## src/rtl/tdm_pkg.sv

```systemverilog
// Shared definitions for the 4-slot TDM demultiplexer.
//   tdm_state_e       : framer state encoding (HUNT=0, LOCKED=1)
//   SLOT_COUNT        : slots per frame
//   SLOT_W            : width of the slot index
//   SYNC_LOSS_MAX_DEF : default count of consecutive sync errors before re-hunting
package tdm_pkg;

  typedef enum logic {
    HUNT   = 1'b0,
    LOCKED = 1'b1
  } tdm_state_e;

  localparam int SLOT_COUNT        = 4;
  localparam int SLOT_W            = 2;
  localparam int SYNC_LOSS_MAX_DEF = 2;

endpackage

```

## src/rtl/tdm_slot_ctr.sv

```systemverilog
// Modulo-4 slot counter for the TDM demultiplexer.
//   clk, rst_n : clock, asynchronous active-low reset
//   adv        : advance one slot (3 wraps to 0)
//   load1      : force slot to 1 (a sync beat was just stored as slot 0)
//   clr        : force slot to 0 (highest priority)
//   slot       : current slot index
module tdm_slot_ctr
  import tdm_pkg::*;
(
  input  logic              clk,
  input  logic              rst_n,
  input  logic              adv,
  input  logic              load1,
  input  logic              clr,
  output logic [SLOT_W-1:0] slot
);

  // The counter is exactly SLOT_W bits wide, so the modulo-4 wrap is free.
  always_ff @(posedge clk or negedge rst_n) begin
    if (!rst_n) begin
      slot <= '0;
    end else if (clr) begin
      slot <= '0;
    end else if (load1) begin
      slot <= SLOT_W'(1);
    end else if (adv) begin
      slot <= slot + SLOT_W'(1);
    end
  end

endmodule

```

## src/rtl/tdm_demux4.sv

```systemverilog
// Serial 4-slot TDM demultiplexer with sync-based frame alignment.
//   clk, rst_n   : clock, asynchronous active-low reset
//   din          : serial data bit
//   din_valid    : qualifies din and sync; idle cycles are ignored
//   sync         : marks the slot-0 beat of a frame
//   y0..y3       : last complete frame, slots 0..3 (held between frames)
//   s1, s0       : slot expected on the next accepted beat (00 while hunting)
//   frame_valid  : one-cycle pulse when y0..y3 update
//   locked       : high while LOCKED; this is the framer state itself
//   sync_err     : one-cycle pulse on a misplaced or missing sync
//   frame_cnt    : 8-bit completed-frame counter, present only when
//                  TDM_DEMUX4_FRAME_CNT_EN is defined
//
// Handshake: a beat is accepted on a rising clk edge where din_valid=1; there
// is no back-pressure, and every registered output changes only on an
// accepted beat except the frame_valid/sync_err pulses, which clear on the
// following edge.
module tdm_demux4
  import tdm_pkg::*;
#(
  parameter int SYNC_LOSS_MAX = SYNC_LOSS_MAX_DEF
) (
  input  logic       clk,
  input  logic       rst_n,
  input  logic       din,
  input  logic       din_valid,
  input  logic       sync,
  output logic       y0,
  output logic       y1,
  output logic       y2,
  output logic       y3,
  output logic       s1,
  output logic       s0,
  output logic       frame_valid,
  output logic       locked,
`ifdef TDM_DEMUX4_FRAME_CNT_EN
  output logic [7:0] frame_cnt,
`endif
  output logic       sync_err
);

  tdm_state_e              state;
  logic [SLOT_W-1:0]       slot;
  logic [SLOT_COUNT-1:0]   shadow;
  logic [SLOT_COUNT-1:0]   y_q;
  logic [2:0]              err_cnt;
  logic [2:0]              err_inc;
  logic                    bad;
  logic                    lose;
  logic                    slot_adv;
  logic                    slot_load1;
  logic                    slot_clr;

  // A sync error is a sync at a non-zero slot, or a missing sync at slot 0.
  // Neither applies while hunting, where non-sync beats are simply dropped.
  always_comb begin
    err_inc    = err_cnt + 3'd1;
    bad        = (state == LOCKED) && (sync != (slot == '0));
    lose       = bad && (err_inc >= 3'(SYNC_LOSS_MAX));
    slot_adv   = 1'b0;
    slot_load1 = 1'b0;
    slot_clr   = 1'b0;
    if (din_valid) begin
      if (lose) begin
        slot_clr = 1'b1;
      end else if (sync) begin
        slot_load1 = 1'b1;
      end else if (state == LOCKED) begin
        slot_adv = 1'b1;
      end
    end
  end

  tdm_slot_ctr u_slot_ctr (
    .clk   (clk),
    .rst_n (rst_n),
    .adv   (slot_adv),
    .load1 (slot_load1),
    .clr   (slot_clr),
    .slot  (slot)
  );

  always_ff @(posedge clk or negedge rst_n) begin
    if (!rst_n) begin
      state       <= HUNT;
      shadow      <= '0;
      y_q         <= '0;
      err_cnt     <= '0;
      frame_valid <= 1'b0;
      sync_err    <= 1'b0;
`ifdef TDM_DEMUX4_FRAME_CNT_EN
      frame_cnt   <= '0;
`endif
    end else begin
      frame_valid <= 1'b0;
      sync_err    <= 1'b0;
      if (din_valid) begin
        sync_err <= bad;
        if (lose) begin
          state   <= HUNT;
          shadow  <= '0;
          err_cnt <= '0;
`ifdef TDM_DEMUX4_FRAME_CNT_EN
          frame_cnt <= '0;
`endif
        end else if (sync) begin
          // Sync always (re)starts a frame; any partial frame is discarded.
          state   <= LOCKED;
          shadow  <= {{(SLOT_COUNT-1){1'b0}}, din};
          err_cnt <= bad ? err_inc : 3'd0;
        end else if (state == LOCKED) begin
          shadow[slot] <= din;
          if (bad) begin
            err_cnt <= err_inc;
          end
          if (slot == SLOT_W'(SLOT_COUNT - 1)) begin
            // The slot-3 bit goes straight to the output, bypassing shadow.
            y_q         <= {din, shadow[2:0]};
            frame_valid <= 1'b1;
`ifdef TDM_DEMUX4_FRAME_CNT_EN
            frame_cnt   <= frame_cnt + 8'd1;
`endif
          end
        end
      end
    end
  end

  assign {y3, y2, y1, y0} = y_q;
  assign {s1, s0}         = slot;
  assign locked           = (state == LOCKED);

endmodule

```

## config.mk

```make
export PLATFORM = sky130hd
export DESIGN_NAME = tdm_demux4
export DESIGN_NICKNAME = d
export VERILOG_FILES = /design/src/rtl/tdm_pkg.sv /design/src/rtl/tdm_slot_ctr.sv /design/src/rtl/tdm_demux4.sv
export SDC_FILE = /design/constraint.sdc
export NUM_CORES = 1
export LEC_CHECK = 0
export CAP_MARGIN = 20
export CORE_MARGIN = 1.5
export CORE_UTILIZATION = 54
export DETAILED_ROUTE_END_ITERATION = 8
export PLACE_DENSITY_LB_ADDON = 0.3
export SYNTH_ARGS = -nofsm -noshare
export SYNTH_HDL_FRONTEND = slang
export SYNTH_SLANG_ARGS = --single-unit
```

## constraint.sdc

```tcl
create_clock -name clk -period 4.5 [get_ports clk]
set_input_delay 0.45 -clock clk [delete_from_list [all_inputs] [get_ports clk]]
set_output_delay 0.45 -clock clk [all_outputs]
set_load 0.05 [all_outputs]
```

---- Yosys cells after proc, flatten, opt, wreduce, memory -nomap -nowiden ----
Cells that the tools add are included.
cells by class
  reductions and logical operators ........ 12
  muxes and demuxes ....................... 31
  order comparisons ....................... 3
  bitwise logic cells ..................... 2
  add/subtract/negate cells ............... 2
  equality and inequality tests ........... 2
operator list
  operator                                             count
  2-to-1 mux 1 bit                                     18
  2-to-1 mux 3 bit                                     5
  2-to-1 mux 4 bit                                     3
  nonzero test 3 bit                                   3
  2-to-1 mux 2 bit                                     3
  AND reduction 5 bit                                  1
  bitwise mux 4 bit                                    1
  AND reduction 2 bit                                  2
  adder 3 x 1 -> 3 bit, second input constant          1
  >= comparator 3 x 2 -> 1 bit, second input constant  1
  logical AND 1 bit                                    3
  < comparator 2 x 3 -> 1 bit, second input constant   1
  AND reduction 3 bit                                  1
  adder 2 x 1 -> 2 bit, second input constant          1
  demux 1 bit (select 2 bit)                           1
  == test 2 bit, second input constant                 1
  >= comparator 2 x 1 -> 1 bit, second input constant  1
  logical NOT 2 bit                                    1
  inverter 1 bit                                       2
  nonzero test 2 bit                                   1
  != test 1 bit                                        1
storage, ports and cells
  register bits ........................... 16
  output and inout bits ................... 9
  word-level logic and storage cells ...... 59

---- Logic depth before layout (Yosys ltp) ----
  depth after elaboration ................. 9
  depth in mapped cells ................... 7
  depth with buffers taken out ............ 6

---- Cells and area by module ----
Synthesis repeated with hierarchy kept, for this count alone.
unflattened totals
  cells, all modules ...................... 77
  area, all modules ....................... 809.5 µm²
by module, submodules not included
  module        instances  cells each  area each (µm²)
  tdm_demux4    1          69          711.9
  tdm_slot_ctr  1          8           97.6

---- Least setup slack after synthesis ----
No wires, ideal clock.
  kind .................................... register to register
  from .................................... reg u_slot_ctr.slot[0]
  to ...................................... reg y_q[0]
  clock period less this slack ............ 1.856 ns
  slack ................................... 2.644 ns
  arrival time ............................ 1.731 ns
  library setup time ...................... 0.125 ns
  buffers on the path ..................... 1
  stages on the path, launching flop included .. 7
  cells stage by stage .................... dfrtp_1 > inv_1 > ha_1 > buf_2 > o21ai_2 > nand4b_4 > mux2_4
between the ends
  longest elaborated chain between the ends .. 6
  elaborated cells between the ends (all ways) .. 7
  classes of those cells .................. 2 x eq/ne; 1 x bitwise; 4 x reduce/logical
ends and longest elaborated chain
  what                                      line                source
  start: declaration                        tdm_slot_ctr.sv:15  output logic [SLOT_W-1:0] slot
  start signal: assignment                  tdm_slot_ctr.sv:27  slot <= slot + SLOT_W'(1);
  logical NOT 2 bit                         tdm_demux4.sv:58    bad = (state == LOCKED) && (sync != (slot == '0));
  != test 1 bit                             tdm_demux4.sv:58
  logical AND 1 bit                         tdm_demux4.sv:58
  logical AND 1 bit                         tdm_demux4.sv:59    lose = bad && (err_inc >= 3'(SYNC_LOSS_MAX));
  inverter 1 bit (no source line)           n/a
  AND reduction 5 bit (no source line) (*)  n/a
  end signal: assignment                    tdm_demux4.sv:118   y_q <= {din, shadow[2:0]};
  end: declaration                          tdm_demux4.sv:45    logic [SLOT_COUNT-1:0] y_q;
Every way passes the cells marked *; elsewhere a longest branch is shown, timed or not.
A chain may end at the register's enable or synchronous reset.

---- Worst setup path in the final report ----
  from .................................... reg state (netlist: locked)
  to ...................................... out locked
RTL lines
  what                      line               source
  start: declaration        tdm_demux4.sv:42   tdm_state_e state;
  start signal: assignment  tdm_demux4.sv:85   state <= HUNT;
  start signal: assignment  tdm_demux4.sv:100  state <= HUNT;
  start signal: assignment  tdm_demux4.sv:108  state <= LOCKED;
  end: declaration          tdm_demux4.sv:35   output logic locked,
No word-level cell between the ends.

==> reports/metrics.csv <==
metric,value,unit
Max Cap Viol,0,
Peak VDD IR,329,uV
Root Driver,clkbuf_4,
area of the die,1820,um^2
Mapped Nets,90,
largest net degree at the start of global routing,17,
post-detail-place hpwl,1150,um
Tcrit/Tclk final,47.0,%
worst endpoint data arrival time,1.67,ns
GRT busiest layer,met2,
highest clock rate,472,MHz
fin nets,103,
DR pass1 iterations,4,
max incr delay on CP,0.86,ns
setup bufs post-CTS,0,
core area,1490,um^2
HP Class,flop to flop,
H-tree Lvls,1,
clock sink count,15,
startpoint type of the worst setup path,flop,
vias in the first global route,576,
register area share after synthesis,44.3,%
fin. max-slew vios,0,
worst-path cell chain,clkdlybuf4s50_1,
CP max-delay cell,clkdlybuf4s50_1,
number of cells on the critical path,1,
leading area contributor after synthesis,dfrtp_1,
Syn-to-layout area delta,17.7,%
Max Fanout on Critical Path,10,
Netlist cell types,31,
Clock Skew,0.00929,ns
family with the most delay on the worst path,buffers and inverters,
WHS,0.496,ns
setup ws final,2.38,ns
DRT iter0 DRCs,6,
Num CTS Buffers,3,
boundary pin count,14,
grt met1 use,26.2,%
Worst setup EP type,output pin,
Vias/cell,5.71,
Pwr Total,0.000649,W
Worst-Margin Slew,0.700,ns
static leakage,0.497,nW
GRT Total Usage,20.9,%
Starting Density,56.9,%
Remaining DRCs,0,
Die W,42.6,um
Final setup viols,0,
WP data required,4.05,ns
Post-Route Utilization,67.0,%
Crit Path Class,flop to output pin,
Overflow after GRT,0,
grt met2 use,32.9,%
pwr dens,651,nW/um^2
cell count of the worst reg-to-reg path,5,
share of layout cells above drive strength 1,11.0,%
flop and latch count out of synthesis,15,
worst hold stages,2,
Rel. slew slack,53.2,%
synth warn,0,
status,completed,
crit path buf inv count,1,
WL per Instance,15.0,um
final wirelength,1600,um
Yosys top cell area share,44.3,%
"antenna viol nets, final",0,
via count,611,
Post-Syn Area per Cell,10.7,um^2
RSZ-0062 raised after global routing,false,
Final Hold Vio Count,0,
GP Congestion,0.846,
Clock transition at path regs,0.09,ns
Die H,42.6,um
mapped cell area,847,um^2
CTS Hold Bufs,0,
Setup TNS Final,0,ns
Period minus WS final,2.12,ns
Synth Instances,79,
Antenna diodes,0,
TritonCTS clock tree,built,
port bufs,13,
DP Worst Slack,2.33,ns
initial antenna violation count,0,
"top cells by area, synth","dfrtp_1, ha_1, mux2_4",
"buffers from clock root to sink, at most",2,
Resized cells post-CTS,0,
met3 usage,6.47,%
first-pass GRT wire length,2750,um
Clock Latency Late Sink,0.29,ns
FP Rows,14,
-- cells in the mapped netlist (all sizes together) --
master,count
nor3b,1
o31ai,2
a221oi,2
a211oi,2
dfrtp,15
inv,8
and2,1
mux2,4
nor2,6
mux2i,2
xnor2,1
or4,1
nand2b,1
ha,6
nand2,5
o211ai,2
clkbuf,1
o2111ai,1
nand3,1
xor2,1
a21o,1
nor2b,1
nor4b,1
nand4b,1
nor3,1
o21ai,5
buf,4
a21oi,2
-- per-stage QoR --
stage	instances	cell area, um^2
2_1_floorplan	79	847
3_3_place_gp	103	971
3_5_place_dp	103	971
4_1_cts	107	997
5_1_grt	107	997
6_report	107	997
-- cell families (layout without fill, tap and decap cells) --
group	count (synthesis)	after routing	synth area share [%]
adder cells (fa/ha/maj)	6	6	8.86
AO/OA/AOI/OAI	17	17	13.9
multiplexers	6	6	9.45
buffers and inverters	13	25	6.65
AND/OR/NAND/NOR	20	20	14.8
flip-flops	15	15	44.3
XOR/XNOR	2	2	2.07
-- path summary, 6_finish.rpt --
| check | end | slack (ns) | startpoint |
|---|---|---|---|
| min in group asynchronous | u_slot_ctr.slot[0]$_DFFE_PN0P_ | 0.58 | rst_n |
| hold / removal | shadow[0]$_DFFE_PN0P_ | 0.50 | shadow[0]$_DFFE_PN0P_ |
| max in group asynchronous | shadow[1]$_DFFE_PN0P_ | 3.47 | rst_n |
| setup reg to reg | u_slot_ctr.slot[0]$_DFFE_PN0P_ | 2.72 | err_cnt[0]$_DFFE_PN0P_ |
| hold reg to reg | shadow[0]$_DFFE_PN0P_ | 0.50 | shadow[0]$_DFFE_PN0P_ |
| setup / recovery | locked | 2.38 | locked$_DFFE_PN0P_ |
-- cell usage in the layout (no fill, tap or decap) --
cell	instances
dfrtp_1	15
clkdlybuf4s50_1	13
inv_1	8
ha_1	6
nand2_1	5
nor2_1	5
o21ai_0	4
mux2_4	4
clkbuf_4	3
a21oi_1	2
a211oi_1	2
o211ai_1	2
mux2i_1	2
a221oi_1	2
o31ai_1	2
xnor2_1	1
nor2_4	1
nand2b_1	1
xor2_1	1
o21ai_2	1
nand4b_4	1
nor4b_1	1
or4_1	1
nor3_1	1
nand3_1	1
nor2b_1	1
a21o_1	1
nor3b_1	1
o2111ai_1	1
and2_1	1
clkbuf_1	1
-- metal layers --
layer  share of wire, %  up-vias
met3                4.6        2
met1                 45      288
met4                1.2        0
met5                  0        -
met2                 49       22
li1                   -      299
-- where the power goes --
part | internal (W) | switching (W) | leakage, nW
Clock | 0.0000344 | 0.0000432 | 0.0150
Sequential | 0.000177 | 0.0000436 | 0.195
Combinational | 0.000130 | 0.000221 | 0.286
Total | 0.000341 | 0.000308 | 0.497
-- area by class of cell --
class	instances	area [um^2]
fillers	118	492
multi-input cells	51	415
flip-flops and latches	15	375
repair buffers	13	130
inverters	8	30.0
clock buffers	4	26.3
well taps	16	20.0
-- flip-flops by register name, summed over array words and instances (netlist names) --
| register | cells |
|---|---|
| err_cnt | 3 |
| shadow | 3 |
| u_slot_ctr.slot | 2 |
| y_q | 4 |
| frame_valid | 1 |
| locked | 1 |
| sync_err | 1 |
Power figures use the tool's default switching activity.
